[config.mk]
export PLATFORM = sky130hd
export DESIGN_NAME = pwm_audio_mixer
export DESIGN_NICKNAME = d
export VERILOG_FILES = /design/src/rtl/pwm_audio_pkg.sv /design/src/rtl/pwm_audio_voice.sv /design/src/rtl/pwm_audio_mixer.sv
export SDC_FILE = /design/constraint.sdc
export NUM_CORES = 1
export LEC_CHECK = 0
export ABC_AREA = 1
export ABC_CLOCK_PERIOD_IN_PS = 3600
export CORE_MARGIN = 2
export CORE_UTILIZATION = 49
export DETAILED_ROUTE_END_ITERATION = 6
export DONT_BUFFER_PORTS = 1
export RECOVER_POWER = 100
export SETUP_SLACK_MARGIN = 0.2
export SLEW_MARGIN = 15
export SYNTH_ARGS = -nofsm -noshare
export SYNTH_HDL_FRONTEND = slang
export SYNTH_SLANG_ARGS = --single-unit
[constraint.sdc]
create_clock -name clk -period 3.6 [get_ports clk]
set_clock_uncertainty 0.2 [all_clocks]
set_input_delay 0.72 -clock clk [delete_from_list [all_inputs] [get_ports clk]]
set_output_delay 0.72 -clock clk [all_outputs]
set_load 0.05 [all_outputs]
[src/rtl/pwm_audio_pkg.sv]
// Shared definitions for the multi-channel PWM tone mixer: channel mode
// encoding and an elaboration-time log2 helper used to size the mix adder.
package pwm_audio_pkg;

    localparam logic MODE_SQUARE = 1'b0;
    localparam logic MODE_SAW    = 1'b1;

    // Ceiling log2 for elaboration-time sizing; clog2(1) = 0.
    function automatic int clog2(input int value);
        int result;
        int span;
        result = 0;
        span   = 1;
        while (span < value) begin
            span   = span * 2;
            result = result + 1;
        end
        return result;
    endfunction

endpackage

[src/rtl/pwm_audio_voice.sv]
// One tone channel: a phase accumulator stepped by its frequency word once
// per PWM period, plus the square/sawtooth sample and mute logic.
// Sawtooth support is only built when PWMAUDIO_SAW_EN is defined; otherwise
// every channel produces a square wave and the mode input is ignored.
module pwm_audio_voice
    import pwm_audio_pkg::*;
#(
    parameter int FREQ_W  = 8,
    parameter int PHASE_W = 16,
    parameter int PWM_W   = 8
) (
    input  logic               clk,
    input  logic               reset_n,
    input  logic               tick,
    input  logic [FREQ_W-1:0]  freq,
    input  logic               mode,
    output logic [PWM_W-1:0]   sample
);

    logic [PHASE_W-1:0] phase_r;
    logic               mute_s;
    logic [PWM_W-1:0]   square_s;

    assign mute_s   = (freq == {FREQ_W{1'b0}});
    assign square_s = phase_r[PHASE_W-1] ? {PWM_W{1'b1}} : {PWM_W{1'b0}};

    // Phase advances (or clears when muted) only on the period-end tick.
    always_ff @(posedge clk or negedge reset_n) begin
        if (!reset_n) begin
            phase_r <= {PHASE_W{1'b0}};
        end else if (tick) begin
            if (mute_s) begin
                phase_r <= {PHASE_W{1'b0}};
            end else begin
                phase_r <= phase_r + PHASE_W'(freq);
            end
        end else begin
            phase_r <= phase_r;
        end
    end

`ifdef PWMAUDIO_SAW_EN
    // Channel sample: muted channels contribute 0, otherwise square or saw.
    always_comb begin
        sample = {PWM_W{1'b0}};
        if (mute_s) begin
            sample = {PWM_W{1'b0}};
        end else if (mode == MODE_SAW) begin
            sample = phase_r[PHASE_W-1 -: PWM_W];
        end else begin
            sample = square_s;
        end
    end
`else
    logic unused_mode_s;
    assign unused_mode_s = mode;

    // Channel sample: muted channels contribute 0, otherwise square only.
    always_comb begin
        sample = {PWM_W{1'b0}};
        if (mute_s) begin
            sample = {PWM_W{1'b0}};
        end else begin
            sample = square_s;
        end
    end
`endif

endmodule

[src/rtl/pwm_audio_mixer.sv]
// Multi-channel PWM tone mixer. CHANNELS voices are averaged once per PWM
// period into a duty value that drives a single registered PWM pin.
// Optional feature macro: PWMAUDIO_SAW_EN enables per-channel sawtooth mode.
module pwm_audio_mixer
    import pwm_audio_pkg::*;
#(
    parameter int CHANNELS = 2,
    parameter int FREQ_W   = 8,
    parameter int PHASE_W  = 16,
    parameter int PWM_W    = 8
) (
    input  logic                                clk,
    input  logic                                reset_n,
    input  logic                                enable_i,
    input  logic [CHANNELS*FREQ_W-1:0]          freq_i,
    input  logic [CHANNELS-1:0]                 mode_i,
    output logic                                pwm_o,
    output logic                                sample_o,
    output logic                                pwm_oeb_o,
    output logic [CHANNELS*FREQ_W+CHANNELS-1:0] in_oeb_o
);

    localparam int CH_LOG2 = clog2(CHANNELS);
    localparam int SUM_W   = PWM_W + CH_LOG2;
    localparam int IN_W    = CHANNELS * FREQ_W + CHANNELS;

    logic [PWM_W-1:0] cnt_r;
    logic [PWM_W-1:0] duty_r;
    logic             pwm_r;
    logic             tick_s;
    logic [PWM_W-1:0] voice_sample_s [CHANNELS];
    logic [SUM_W-1:0] sum_s;
    logic [PWM_W-1:0] mix_s;

    // Period end: last count of the period while running.
    assign tick_s = enable_i && (cnt_r == {PWM_W{1'b1}});

    for (genvar k = 0; k < CHANNELS; k++) begin : g_voice
        pwm_audio_voice #(
            .FREQ_W  (FREQ_W),
            .PHASE_W (PHASE_W),
            .PWM_W   (PWM_W)
        ) u_voice (
            .clk     (clk),
            .reset_n (reset_n),
            .tick    (tick_s),
            .freq    (freq_i[k*FREQ_W +: FREQ_W]),
            .mode    (mode_i[k]),
            .sample  (voice_sample_s[k])
        );
    end

    // Average of all channel samples; the wide sum cannot overflow.
    always_comb begin
        sum_s = {SUM_W{1'b0}};
        for (int k = 0; k < CHANNELS; k++) begin
            sum_s = sum_s + SUM_W'(voice_sample_s[k]);
        end
        mix_s = PWM_W'(sum_s >> CH_LOG2);
    end

    // Period counter, duty register and PWM comparator flop; all hold and
    // the pin is forced low while disabled.
    always_ff @(posedge clk or negedge reset_n) begin
        if (!reset_n) begin
            cnt_r  <= {PWM_W{1'b0}};
            duty_r <= {PWM_W{1'b0}};
            pwm_r  <= 1'b0;
        end else if (enable_i) begin
            cnt_r  <= cnt_r + PWM_W'(1'b1);
            pwm_r  <= (cnt_r < duty_r);
            duty_r <= tick_s ? mix_s : duty_r;
        end else begin
            cnt_r  <= cnt_r;
            pwm_r  <= 1'b0;
            duty_r <= duty_r;
        end
    end

    assign pwm_o     = pwm_r;
    assign sample_o  = tick_s;
    assign pwm_oeb_o = 1'b0;
    assign in_oeb_o  = {IN_W{1'b1}};

endmodule

=== After elaboration in Yosys (flattened, before gate mapping) ===
Index checks and enable logic that the tools add are counted.

* Register bits: 49
* Output and inout bits: 21
* Logic and storage cells: 22

* $add $sub $neg: 4
* Magnitude comparators: 1
* Eq/ne operators: 1
* Multiplexer cells: 7
* Reduce and logical (&&, ||, !) cells: 4

{| class="wikitable"
|+ Operators by type and width
! cell !! count
|-
| $add 16x8->16 || 2
|-
| $mux 16 || 2
|-
| $mux 8 || 4
|-
| $logic_not 8->1 || 2
|-
| $add 8x8->9 || 1
|-
| $add 8x1->8 const B || 1
|-
| $eq 8x8->1 const B || 1
|-
| $lt 8x8->1 || 1
|-
| $reduce_and 2->1 || 1
|-
| $logic_and 1x1->1 || 1
|-
| $mux 1 || 1
|}

=== Longest topological paths before layout ===
* Depth in word-level cells: 3
* Gate-level depth with buffers: 11

=== Hierarchy ===
A second synthesis with hierarchy kept.

* Cell total of the unflattened synthesis: 553
* Area, all modules: 3963.8 µm²

{| class="wikitable"
|+ By module, submodules not included
! module !! times used !! cells each !! area an instance (µm²)
|-
| pwm_audio_voice || 2 || 186 || 1281.2
|-
| pwm_audio_mixer || 1 || 181 || 1401.3
|}

=== Worst setup path before layout ===
Ideal clock, no wire load.

* Kind: in2out
* Start: in enable_i
* End: out sample_o
* Data arrival time: 1.497 ns
* Setup slack: 1.183 ns
* Stages on the path: 6
* Buffers on the path: 2
* Cells stage by stage: buf_4 nand3_2 nor2_4 nand2_4 clkinv_4 buf_6

* Cells in the longest elaborated chain, start to end: 1

{| class="wikitable"
|+ RTL lines
! item !! line !! text
|-
| start, declared || pwm_audio_mixer.sv:14 || <nowiki>input logic enable_i,</nowiki>
|-
| $logic_and 1x1->1 || pwm_audio_mixer.sv:36 || <nowiki>assign tick_s = enable_i && (cnt_r == {PWM_W{1'b1}});</nowiki>
|-
| end, declared || pwm_audio_mixer.sv:18 || <nowiki>output logic sample_o,</nowiki>
|}

Every way passes these cells.

=== Worst setup path after layout ===
* Start: reg cnt_r[0]
* End: out sample_o

* Cells in the longest elaborated chain, start to end: 2

{| class="wikitable"
|+ RTL lines
! item !! line !! text
|-
| start, declared || pwm_audio_mixer.sv:27 || <nowiki>logic [PWM_W-1:0] cnt_r;</nowiki>
|-
| start signal, assigned || pwm_audio_mixer.sv:66 || <nowiki>cnt_r <= {PWM_W{1'b0}};</nowiki>
|-
| start signal, assigned || pwm_audio_mixer.sv:70 || <nowiki>cnt_r <= cnt_r + PWM_W'(1'b1);</nowiki>
|-
| start signal, assigned || pwm_audio_mixer.sv:74 || <nowiki>cnt_r <= cnt_r;</nowiki>
|-
| $eq 8x8->1 || pwm_audio_mixer.sv:36 ||
|-
| $logic_and 1x1->1 || pwm_audio_mixer.sv:36 ||
|}

Every way passes these cells.

==> results by group <==
Power and ir drop
  – Leak: 1.76 nW
  – Flop pwr share: roughly 53%
  – Clk pwr share: around 29%
  – Peak VDD IR: between 200 and 250 uV
  – PwrDens: between 300 and 400 nW/um^2
  – Tot Pwr: between 1 and 1.5 mW
  – Switching power: roughly 350 uW
  – Internal power: approximately 720 uW
  – Combinational share of power: 18.3%
  – Sw Ratio: between 30 and 40%

Cells and area
  – Fin area: 3280 um^2
  – Layout Utilization: just over 50%
  – FILL cells: about 640
  – N_diodes: 0
  – Commonest non-fill, non-tap cell in the layout: nand2_1
  – Syn-to-layout area delta: 2.30%
  – Fin nets: 502
  – Layout cells sized above 1: 2.86%
  – Most frequent cells in the layout: 128 x nand2_1, 65 x nor2_1, 50 x inv_1
  – Non-Filler Instances: 532

Clocking
  – Reg clk slew, reported paths: around 0.09 ns
  – Post-cts resize count: 0
  – CTS buffer count: 5
  – CTS Buffer Depth: 2
  – Setup Fix Bufs, Post-CTS: 0
  – Clock Latency Late Sink: approximately 0.30 ns
  – TritonCTS clock tree: done
  – Root Driver: clkbuf_8
  – # H-tree levels: 2
  – # clock sinks: 43

GRT
  – Number of global-route vias before repair: about 2500
  – All-Layer GR Usage: roughly a fifth
  – First-pass GRT wire length: between 10000 and 15000 um
  – Remaining Overflow, GRT: 0
  – Initial antenna violation count: 0
  – Largest net degree at the start of global routing: 44

Synth
  – Ys flop type: dfrtp_1
  – Yosys reg bits: 43
  – Library cells used by synthesis: 30
  – Sequential cell area fraction in the yosys report: between 30% and 40%
  – Post-synthesis cell count: ~450
  – Ys Warns: 0
  – Number of synthesized flops with an enable pin: 0
  – Async set-reset flop share out of synthesis: 100%
  – Mapped cell area: 3210 um^2
  – Avg Cell Area, Syn: between 7 and 8 um^2

Place
  – Final HPWL DP: between 4000 and 5000 um
  – Placed Area: about 3200 um^2
  – Worst Setup Slack post-DPL: between 1 and 1.5 ns
  – Placed Cells: about 520
  – Port Buf Inserts: 0
  – GP Congestion: slightly above 0.8

Critical path
  – RR Endpoint: g_voice[1].u_voice.phase_r[3]
  – CP arrival: approximately 1.8 ns
  – CP peak stage delay: approximately 0.41 ns
  – WP buf/inv: 1
  – Worst R2R Path Depth: 7
  – Critical Path Source Type: flip-flop
  – Worst R2R Start: cnt_r[0]
  – Slowest CP cell: dfrtp_1
  – Crit. End Element: output port
  – CP Cell Sequence: ha_1 > nand3_1 > nor2_4 > nand2_4 > clkinv_4
  – Gate family responsible for the most delay along the worst path: simple AND/OR/NAND/NOR gates
  – Critical setup path kind: reg2out
  – Reg-to-reg setup timing slack: ~1.2 ns
  – CP max FO: 24
  – CP Data Required Time: between 2 and 3 ns

Job
  – # Max-Cap Violations: 0

Routing
  – Via count: roughly 2600
  – Post-route ant nets: 0
  – DRT Wirelength: approximately 6500 um
  – DRC: 0
  – Drt pass-1 iters: 4
  – Initial DRC count: 64
  – Post-DR wirelength/cell: between 10 and 15 um
  – Routed vias/inst: about 5.0

Timing
  – Final period utilization: 75.4%
  – Rel. slew slack: between 60% and 70%
  – Setup violations, final: 0
  – Setup TNS: 0 ns
  – RSZ-0062 raised after global routing: false
  – Hold Fails Final Rpt: 0
  – Worst Tran Pin Value: 0.577 ns
  – Max-slew violations: 0
  – F_max: between 0.3 and 0.4 GHz
  – WHS: ~0.053 ns
  – Min Clock Period, post-route: around 2.7 ns
  – Slack of the critical path: 0.884 ns

Min path
  – Min-Delay Path Class: in2async

Floorplanning
  – Core box area: around 6300 um^2
  – Starting Density: 50.6%
  – Die Wd: ~85 um
  – Row cnt: 29
  – Die ar.: ~7200 um^2
  – DIE HEIGHT: roughly 85 um
  – IO Pins: 42

Outcome
  – Status: finished, final reports clean
area by class of cell:
cell class	count	area, um^2	area share, %
Clock buffer	5	68.8	2.10
Sequential cell	43	1080	32.8
Clock inverter	2	13.8	0.419
Tap cell	77	96.3	2.93
Timing Repair Buffer	1	27.5	0.838
Multi-Input combinational cell	353	1810	55.0
Inverter	51	196	5.98
sequential cells by signal, indices dropped and copies added, names as in the netlist:
signal and count:
g_voice.u_voice.phase_r 32, duty_r 2, pwm_o 1, cnt_r 8
worst reg2reg max path: stages, from the launching register on:
cell and delay [ns]:
dfrtp_1 0.41, ha_1 0.21, nand3_1 0.12, nor2_4 0.27
nand2_4 0.21, nor2_1 0.50, inv_1 0.20, o21ai_0 0.21
cell usage after synthesis, drive strengths merged (4+ instances only):
| library cell | n | area, um^2 |
|---|---|---|
| dfrtp | 43 | 1080 |
| a21oi | 23 | 115 |
| xnor2 | 6 | 52.6 |
| inv | 50 | 188 |
| ha | 24 | 300 |
| buf | 22 | 173 |
| nor2 | 66 | 270 |
| xor2 | 7 | 61.3 |
| nand4 | 4 | 25.0 |
| nand3 | 46 | 235 |
| nand2 | 129 | 492 |
| o21ai | 14 | 70.1 |
cell families after synthesis:
family                     Yosys count  synth area share (%)
and+or+nand+nor                    248                  32.4
buffers and inverters               74                  11.6
AOI/OAI and AO/OA                   47                  8.11
DFF                                 43                  33.5
adders and majority gates           26                  10.6
xor gates and xnor gates            13                  3.55
other                                2                 0.234
worst max path at each step:
stage                     depth (start not counted)       end     start  slack (ns)
after floorplan                                   6  sample_o  enable_i        1.18
after global placement                            4  sample_o  enable_i        1.11
after detailed placement                          4  sample_o  enable_i        1.11
after CTS                                         5  sample_o  cnt_r[0]        0.86
after global routing                              5  sample_o  cnt_r[0]        0.77
final                                             5  sample_o  cnt_r[0]        0.88
per-layer routing:
layer	up-vias	global-route usage [%]	wire length (um)
met5	-	0	0
met3	4	3.50	218
met4	0	4.47	38
met1	1187	26.3	3200
met2	40	30.8	3000
li1	1411	-	-
power groups by stage:
stage          combinational (mW)  sequential [mW]  clock (mW)
2_1_floorplan               0.183            0.568           0
6_report                    0.197            0.570       0.307
4_1_cts                     0.200            0.570       0.321
3_3_place_gp                0.183            0.578           0
5_1_grt                     0.225            0.577       0.345
3_5_place_dp                0.185            0.580           0
what timing repair did:
| item | CTS | global route |
|---|---|---|
| endpoints found under the setup margin | 0 | 0 |
| hold buffers | 1 | 0 |
| hold endpoints to repair | 43 | 0 |
No activity file was read; power rests on OpenSTA's default activity.
